==> config.mk <==
export PLATFORM = sky130hd
export DESIGN_NAME = seg7_scan_driver
export DESIGN_NICKNAME = d
export VERILOG_FILES = /design/src/rtl/seg7_pkg.sv /design/src/rtl/seg7_decode.sv /design/src/rtl/seg7_scan_driver.sv
export SDC_FILE = /design/constraint.sdc
export NUM_CORES = 1
export LEC_CHECK = 0
export CORE_MARGIN = 2
export CORE_UTILIZATION = 36
export CTS_BUF_LIST = sky130_fd_sc_hd__clkbuf_8
export CTS_CLUSTER_DIAMETER = 80
export CTS_CLUSTER_SIZE = 8
export DETAILED_ROUTE_END_ITERATION = 10
export GPL_TIMING_DRIVEN = 1
export PLACE_DENSITY = 0.92
export SYNTH_ARGS = -nofsm -noshare
export SYNTH_HDL_FRONTEND = slang
export SYNTH_SLANG_ARGS = --single-unit
==> constraint.sdc <==
create_clock -name clk -period 2.8 [get_ports clk]
set_input_delay 0.56 -clock clk [delete_from_list [all_inputs] [get_ports clk]]
set_output_delay 0.56 -clock clk [all_outputs]
set_load 0.02 [all_outputs]
==> src/rtl/seg7_pkg.sv <==
// rtl/seg7_pkg.sv - shared segment patterns, blank code and scan-index type
package seg7_pkg;

  typedef logic [1:0] scan_idx_t;

  localparam logic [3:0] BLANK_CODE = 4'hF;

  // Active-high patterns, bit0=a .. bit6=g
  localparam logic [6:0] SEG_0     = 7'h3F;
  localparam logic [6:0] SEG_1     = 7'h06;
  localparam logic [6:0] SEG_2     = 7'h5B;
  localparam logic [6:0] SEG_3     = 7'h4F;
  localparam logic [6:0] SEG_4     = 7'h66;
  localparam logic [6:0] SEG_5     = 7'h6D;
  localparam logic [6:0] SEG_6     = 7'h7D;
  localparam logic [6:0] SEG_7     = 7'h07;
  localparam logic [6:0] SEG_8     = 7'h7F;
  localparam logic [6:0] SEG_9     = 7'h6F;
  localparam logic [6:0] SEG_A     = 7'h77;
  localparam logic [6:0] SEG_B     = 7'h7C;
  localparam logic [6:0] SEG_C     = 7'h39;
  localparam logic [6:0] SEG_D     = 7'h5E;
  localparam logic [6:0] SEG_E     = 7'h79;
  localparam logic [6:0] SEG_BLANK = 7'h00;

endpackage

==> src/rtl/seg7_decode.sv <==
// rtl/seg7_decode.sv - combinational nibble-to-segment decoder with dp passthrough
module seg7_decode
  import seg7_pkg::*;
#(
  parameter bit SEG_ACTIVE_LOW = 1'b0
) (
  input  logic [3:0] nibble_i,
  input  logic       dp_req_i,
  output logic [6:0] seg_o,
  output logic       dp_o
);

  logic [6:0] pattern;

  // 4'hF is the blank-digit code, not the letter F
  always_comb begin
    pattern = SEG_BLANK;
    case (nibble_i)
      4'h0:       pattern = SEG_0;
      4'h1:       pattern = SEG_1;
      4'h2:       pattern = SEG_2;
      4'h3:       pattern = SEG_3;
      4'h4:       pattern = SEG_4;
      4'h5:       pattern = SEG_5;
      4'h6:       pattern = SEG_6;
      4'h7:       pattern = SEG_7;
      4'h8:       pattern = SEG_8;
      4'h9:       pattern = SEG_9;
      4'hA:       pattern = SEG_A;
      4'hB:       pattern = SEG_B;
      4'hC:       pattern = SEG_C;
      4'hD:       pattern = SEG_D;
      4'hE:       pattern = SEG_E;
      BLANK_CODE: pattern = SEG_BLANK;
      default:    pattern = SEG_BLANK;
    endcase
  end

  assign seg_o = SEG_ACTIVE_LOW ? ~pattern : pattern;
  assign dp_o  = SEG_ACTIVE_LOW ? ~dp_req_i : dp_req_i;

endmodule

==> src/rtl/seg7_scan_driver.sv <==
// rtl/seg7_scan_driver.sv - 4-digit multiplexed 7-segment scanner and decoder
module seg7_scan_driver
  import seg7_pkg::*;
#(
  parameter bit SEG_ACTIVE_LOW = 1'b0
) (
  input  logic        clk,
  input  logic        rst,
  input  logic [15:0] digits,
  input  logic [3:0]  dp_in,
  output logic [3:0]  select,
  output logic [6:0]  seg7,
  output logic        dp,
  output logic [1:0]  scan_idx
);

  scan_idx_t scan_idx_q;
  scan_idx_t scan_idx_d;

  assign scan_idx_d = scan_idx_q + 2'd1;

  always_ff @(posedge clk or posedge rst) begin
    if (rst) begin
      scan_idx_q <= '0;
    end else begin
      scan_idx_q <= scan_idx_d;
    end
  end

  assign scan_idx = scan_idx_q;
  assign select   = ~(4'b0001 << scan_idx_q);

  // Mux is combinational so a live input change on the active digit shows at once
  logic [3:0] cur_nibble;
  logic       cur_dp;

  assign cur_nibble = digits[{scan_idx_q, 2'b00} +: 4];
  assign cur_dp     = dp_in[scan_idx_q];

  seg7_decode #(
    .SEG_ACTIVE_LOW(SEG_ACTIVE_LOW)
  ) u_decode (
    .nibble_i(cur_nibble),
    .dp_req_i(cur_dp),
    .seg_o   (seg7),
    .dp_o    (dp)
  );

endmodule

==> results of run 1 <==
[routing by layer]
layer	vias up	GRT usage, %
met5	-	0
met4	0	13.75
met3	6	3.830
met2	29	37.58
met1	261	21.43
li1	278	-
[what timing repair did]
| item | in CTS | in global routing |
|---|---|---|
| resized for setup | 64 | 18 |
| setup buffers | 2 | 0 |
| endpoints found under the setup margin | 7 | 5 |
| pin swaps | 1 | 2 |
| hold buffers | 0 | 0 |
[final timing paths]
path,startpoint,end,slack [ns],depth (start not counted)
setup / recovery,scan_idx[0],seg7[4],0.07,7
hold / removal,rst,scan_idx[1],0.51,2
setup reg to reg,scan_idx[0],scan_idx[1],1.69,3
hold reg to reg,scan_idx[0],scan_idx[0],0.74,2
max in group asynchronous,rst,scan_idx[0],2.18,2
min in group clk,scan_idx[0],scan_idx[0],0.74,2
[Yosys cell counts]
cell type / number
mux4_1: 2
buf_2: 1
ha_1: 11
dfrtp_1: 2
buf_6: 2
a21oi_1: 1
a2bb2oi_1: 1
mux2i_1: 6
nor3_1: 1
inv_1: 13
mux4_2: 4
nor2_1: 1
a22oi_1: 1
a32oi_1: 1
mux2_2: 3
nand2_1: 1
[power by group through the flow]
| stage | Combinational, mW | Clock [mW] | Sequential [mW] |
|---|---|---|---|
| 2_1_floorplan | 0.0540 | 0 | 0.0294 |
| 6_report | 0.127 | 0.115 | 0.0291 |
| 3_3_place_gp | 0.116 | 0 | 0.0294 |
| 5_1_grt | 0.136 | 0.122 | 0.0291 |
| 3_5_place_dp | 0.120 | 0 | 0.0294 |
| 4_1_cts | 0.124 | 0.120 | 0.0291 |
[cell families (layout without fill, tap and decap cells)]
| family | count (synthesis) | after routing | share of synthesized area [%] |
|---|---|---|---|
| adder cells (fa/ha/maj) | 11 | 11 | 25.35 |
| AND/OR/NAND/NOR | 3 | 3 | 2.302 |
| flip-flops | 2 | 2 | 9.217 |
| multiplexers | 15 | 15 | 43.55 |
| AO/OA/AOI/OAI | 4 | 4 | 5.530 |
| buffers and inverters | 16 | 66 | 14.05 |
[worst max-delay path, cell delays in order, from the launching register on]
cell,delay (ns)
dfrtp_1,0.40
mux4_2,0.65
inv_4,0.13
ha_4,0.13
inv_2,0.03
mux4_2,0.45
inv_2,0.07
buf_6,0.11
[final cells by class]
| cell class | instances | area (µm²) | area share [%] |
|---|---|---|---|
| clock buffer | 3 | 41.29 | 3.784 |
| inverter | 13 | 53.80 | 4.931 |
| multi-input combinational | 33 | 486.7 | 44.61 |
| sequential | 2 | 50.05 | 4.587 |
| tap | 16 | 20.02 | 1.835 |
| timing repair buffer | 50 | 439.2 | 40.25 |
[through the flow]
stage,TNS [ns],area [µm²]
after floorplan,0,543.0
after global placement,-3.679,983.4
after detailed placement,-4.177,983.4
after CTS,0,1084
after global routing,-0.02822,1091
final,0,1091
==> results.yml, run 1 <==
finish:
  fill_cells: 107
  layout_common_cells: "clkdlybuf4s50_1 (16), buf_4 (13), inv_1 (9), ha_1 (6)"
  drive_gt1_share_pct: 47.52
  diodes: 0
  final_net_count: 136
  final_core_util_pct: 75.04
  stdcell_count: 117
  largest_reg_flops: 2
  syn_to_final_growth_pct: 100.9
  final_common_cell: "clkdlybuf4s50_1"
pwr:
  powerDensity_mw_per_mm2: 248.6
  p_comb_share_pct: 46.7
  vdd.ir_drop.worst_mv: 0.2418
  totalPowerFinal_mw: 0.2712
  switching_share_pct: 28.53
  clkPwrFrac_pct: 42.6
  power_frac_seq_pct: 10.7
  switchingPower_mw: 0.07738
  cellInternalPower_mw: 0.1938
  leakage_nw: 0.5479
synthesis:
  synth_top_area_share_pct: 25.35
  syn_area_per_cell_um2: 10.65
  synth_area_leaders: "ha_1 (25%), mux4_2 (17%), mux2i_1 (11%)"
  synth_top_cell_by_area: "ha_1"
  syn_nets: 84
  synth_sequential_area_ratio_pct: 9.217
  synth-seq-cells: 2
  synth.distinct_cells: 16
  yosysWarnings: 0
  syn_inst: 51
  syn-cell-area_um2: 543.0
timing:
  tightest_slew_ns: 0.2226
  setup_violations: 0
  period_minus_slack_ns: 2.733
  slew_violations: 0
  fin_ws_ns: 0.06687
  hold_ws_ns: 0.5100
  rsz0062_at_grt: "yes"
  hold_viol: 0
  post-route-period-util_pct: 97.61
  finalClockSkew_ns: 0.001080
  fmax_mhz: 365.9
  slew_headroom_pct: 85.11
clock_network:
  cts_buffer_depth: 2
  clk_latency_ns: 0.21
  cts_buffers: 3
  clkTransAtPathRegs_ns: 0.03
  cts_num_sinks: 2
  cts_root_buf: "clkbuf_8"
  htree_levels: 1
  cts_tree: "yes"
detailed_routing:
  wl_per_cell_um: 13.87
  top_layer: "met4"
  route.detailed.drc: 0
  routed-wl-met2_um: 891
  ant_nets: 0
  viasPerCell: 4.906
  vias: 574
  drt_pre_antenna_iters: 2
  first_iter_violations: 4
  routed_wl_um: 1623
  wl_met3_um: 100
  wl_met1_um: 587
floorplanning:
  die_h_um: 42.84
  die-area_mm2: 0.001835
  core_area_mm2: 0.001454
  ios: 36
  die_w_um: 42.84
  start_util_pct: 37.35
  rows: 14
grt:
  grt_pass1_vias: 655
  antenna_found_initial: 0
  grt_pass1_wl_um: 2801
  grt_max_degree: 9
  gr-total-overflow: 0
  grtUsageTotal_pct: 20.83
placement:
  place.gp.congestion: 0.7770
  numPortBuffers: 35
  dp_slack_ns: -0.6709
  numPlacedInstances: 112
  hpwl_um: 1261
run_status:
  status: "finished, final reports clean"
worst_setup_path:
  path_max_fanout: 4
  startpoint_type: "flip-flop"
  crit_type: "reg -> out"
  crit_required_ns: 2.24
  endpoint_kind: "output port"
  cp.arrival_ns: 2.17
job:
  cap_violations: 0
hold_path:
  hold_class: "in -> async"
(Power assumes the default switching activity.)
==> run 2: changes to the inputs <==
--- a/config.mk
+++ b/config.mk
@@ -12,7 +12,7 @@
 export CTS_CLUSTER_SIZE = 8
 export DETAILED_ROUTE_END_ITERATION = 10
 export GPL_TIMING_DRIVEN = 1
-export PLACE_DENSITY = 0.92
+export PLACE_DENSITY = 0.91
 export SYNTH_ARGS = -nofsm -noshare
 export SYNTH_HDL_FRONTEND = slang
 export SYNTH_SLANG_ARGS = --single-unit
==> run 2 against run 1 <==
Wire length up 0.80%; sequential share of layout area about the same; power increased by 0.12%; worst hold slack got worse by 0.0073 ns; final cell count is the same; setup slack got worse by 0.0041 ns; register-to-register slack better by 0.02 ns; global-route usage fell by 1.0 points; clock power about the same; maximum frequency decreased by 0.15%; clock skew is 0.0041 ns higher; largest cell class unchanged; largest power group unchanged; highest routed layer unchanged.
==> results.yml, run 2 (synthesized netlist as in run 1, its figures left out) <==
clock_network:
  hold_buffers: 0
  clkTransAtPathRegs_ns: 0.03
  cts_tree: "yes"
  cts_num_sinks: 2
  cts_buffers: 3
  htree_levels: 1
  cts_buffer_depth: 2
  cts_root_buf: "clkbuf_8"
  clk_latency_ns: 0.22
grt:
  grt_pass1_wl_um: 2684
  gr-total-overflow: 0
  antenna_found_initial: 0
  grtUsageTotal_pct: 19.81
  grt_max_degree: 9
  grt_pass1_vias: 606
worst_setup_path:
  ff2ff_setup_slack_ns: 1.71
  r2r_cells: 3
  worstReg2RegStart: "scan_idx[0]"
  regToRegEndpoint: "scan_idx[1]"
  endpoint_kind: "output port"
  crit_required_ns: 2.24
  slowest_delay_ns: 0.55
  cp.arrival_ns: 2.18
  cpMaxStageDelayCell: "mux4_2"
  crit_type: "in -> out"
  startpoint_type: "input port"
  critical_path.cell_chain: "clkdlybuf4s15_1 -> mux4_2 -> inv_4 -> ha_4 -> inv_2 -> mux4_2 -> inv_2 -> buf_6"
  path_max_fanout: 4
  crit_buf_inv: 5
  cp_top_family: "multiplexers"
timing:
  period_minus_slack_ns: 2.737
  slew_headroom_pct: 84.56
  hold_viol: 0
  tightest_slew_ns: 0.2298
  fmax_mhz: 365.3
  rsz0062_at_grt: "yes"
  post-route-period-util_pct: 97.76
  finalClockSkew_ns: 0.005201
  setup_violations: 0
  slew_violations: 0
detailed_routing:
  viasPerCell: 4.932
  ant_nets: 0
  first_iter_violations: 7
  route.detailed.drc: 0
  vias: 577
  drt_pre_antenna_iters: 4
  wl_per_cell_um: 13.98
  routed_wl_um: 1636
placement:
  numPlacedInstances: 111
  place.gp.congestion: 0.7936
  dpl_cell_area_um2: 975.9
  hpwl_um: 1214
  numPortBuffers: 35
job:
  cap_violations: 0
pwr:
  vdd.ir_drop.worst_mv: 0.3107
  leakage_nw: 0.5474
  totalPowerFinal_mw: 0.2715
  powerDensity_mw_per_mm2: 247.2
finish:
  drive_gt1_share_pct: 46.53
  layout_common_cells: "clkdlybuf4s50_1 (16), buf_4 (13), inv_1 (8), ha_1 (6)"
  post-route-cell-area_mm2: 0.001099
  final_net_count: 136
  final_core_util_pct: 75.56
  largest_reg_flops: 2
  syn_to_final_growth_pct: 102.3
  diodes: 0
  stdcell_count: 117
  final_common_cell: "clkdlybuf4s50_1"
  fill_cells: 113
floorplanning:
  rows: 14
  die_h_um: 42.84
  start_util_pct: 37.35
  die-area_mm2: 0.001835
  ios: 36
  die_w_um: 42.84
  core_area_mm2: 0.001454
run_status:
  status: "finished, final reports clean"
hold_path:
  hold_class: "in -> async"
==> run 2: how the worst max path moves through the flow <==
stage / start / endpoint / depth (start not counted)
CTS: digits[3] / seg7[3] / 6
detailed placement: digits[5] / seg7[4] / 6
floorplan: scan_idx[0] / seg7[1] / 7
global route: scan_idx[0] / seg7[3] / 6
global placement: digits[5] / seg7[4] / 6
finish: digits[8] / seg7[4] / 8
==> run 2: metal layers <==
| layer | vias up | global-route usage, % | part of all wire (%) |
|---|---|---|---|
| li1 | 278 | - | - |
| met1 | 268 | 23.62 | 42 |
| met2 | 28 | 33.33 | 51 |
| met3 | 3 | 2.979 | 5.0 |
| met4 | 0 | 11.25 | 1.8 |
| met5 | - | 0 | 0 |
==> run 2: final cells by class <==
class | instances | area, µm² | area share (%)
Timing Repair Buffer | 50 | 455.4 | 41.46
Sequential cell | 2 | 50.05 | 4.556
Multi-Input combinational cell | 33 | 480.5 | 43.74
Tap cell | 16 | 20.02 | 1.822
Inverter | 13 | 51.30 | 4.670
Clock buffer | 3 | 41.29 | 3.759
==> run 2: metrics by stage <==
stage	setup slack (ns)	hold WS (ns)	setup TNS [ns]
finish	0.06281	0.5027	0
global route	-0.002106	0.5141	-0.002106
CTS	0.001328	0.4977	0
detailed placement	-0.6587	0.7296	-3.886
global placement	-0.6379	0.7094	-3.698
floorplan	0.04794	0.3012	0
==> run 2: power by group <==
part           total, mW  internal [mW]  switching (mW)
Combinational      0.125         0.0721          0.0527
Clock              0.118         0.0912          0.0264
Sequential        0.0291         0.0291               0
==> run 2: timing repair <==
| item | 4_1_cts | 5_1_grt |
|---|---|---|
| pin swaps | 3 | 3 |
| buffers inserted | 2 | 1 |
| setup endpoints to repair | 7 | 3 |
| resized for setup | 58 | 15 |
| cloned | 0 | 0 |
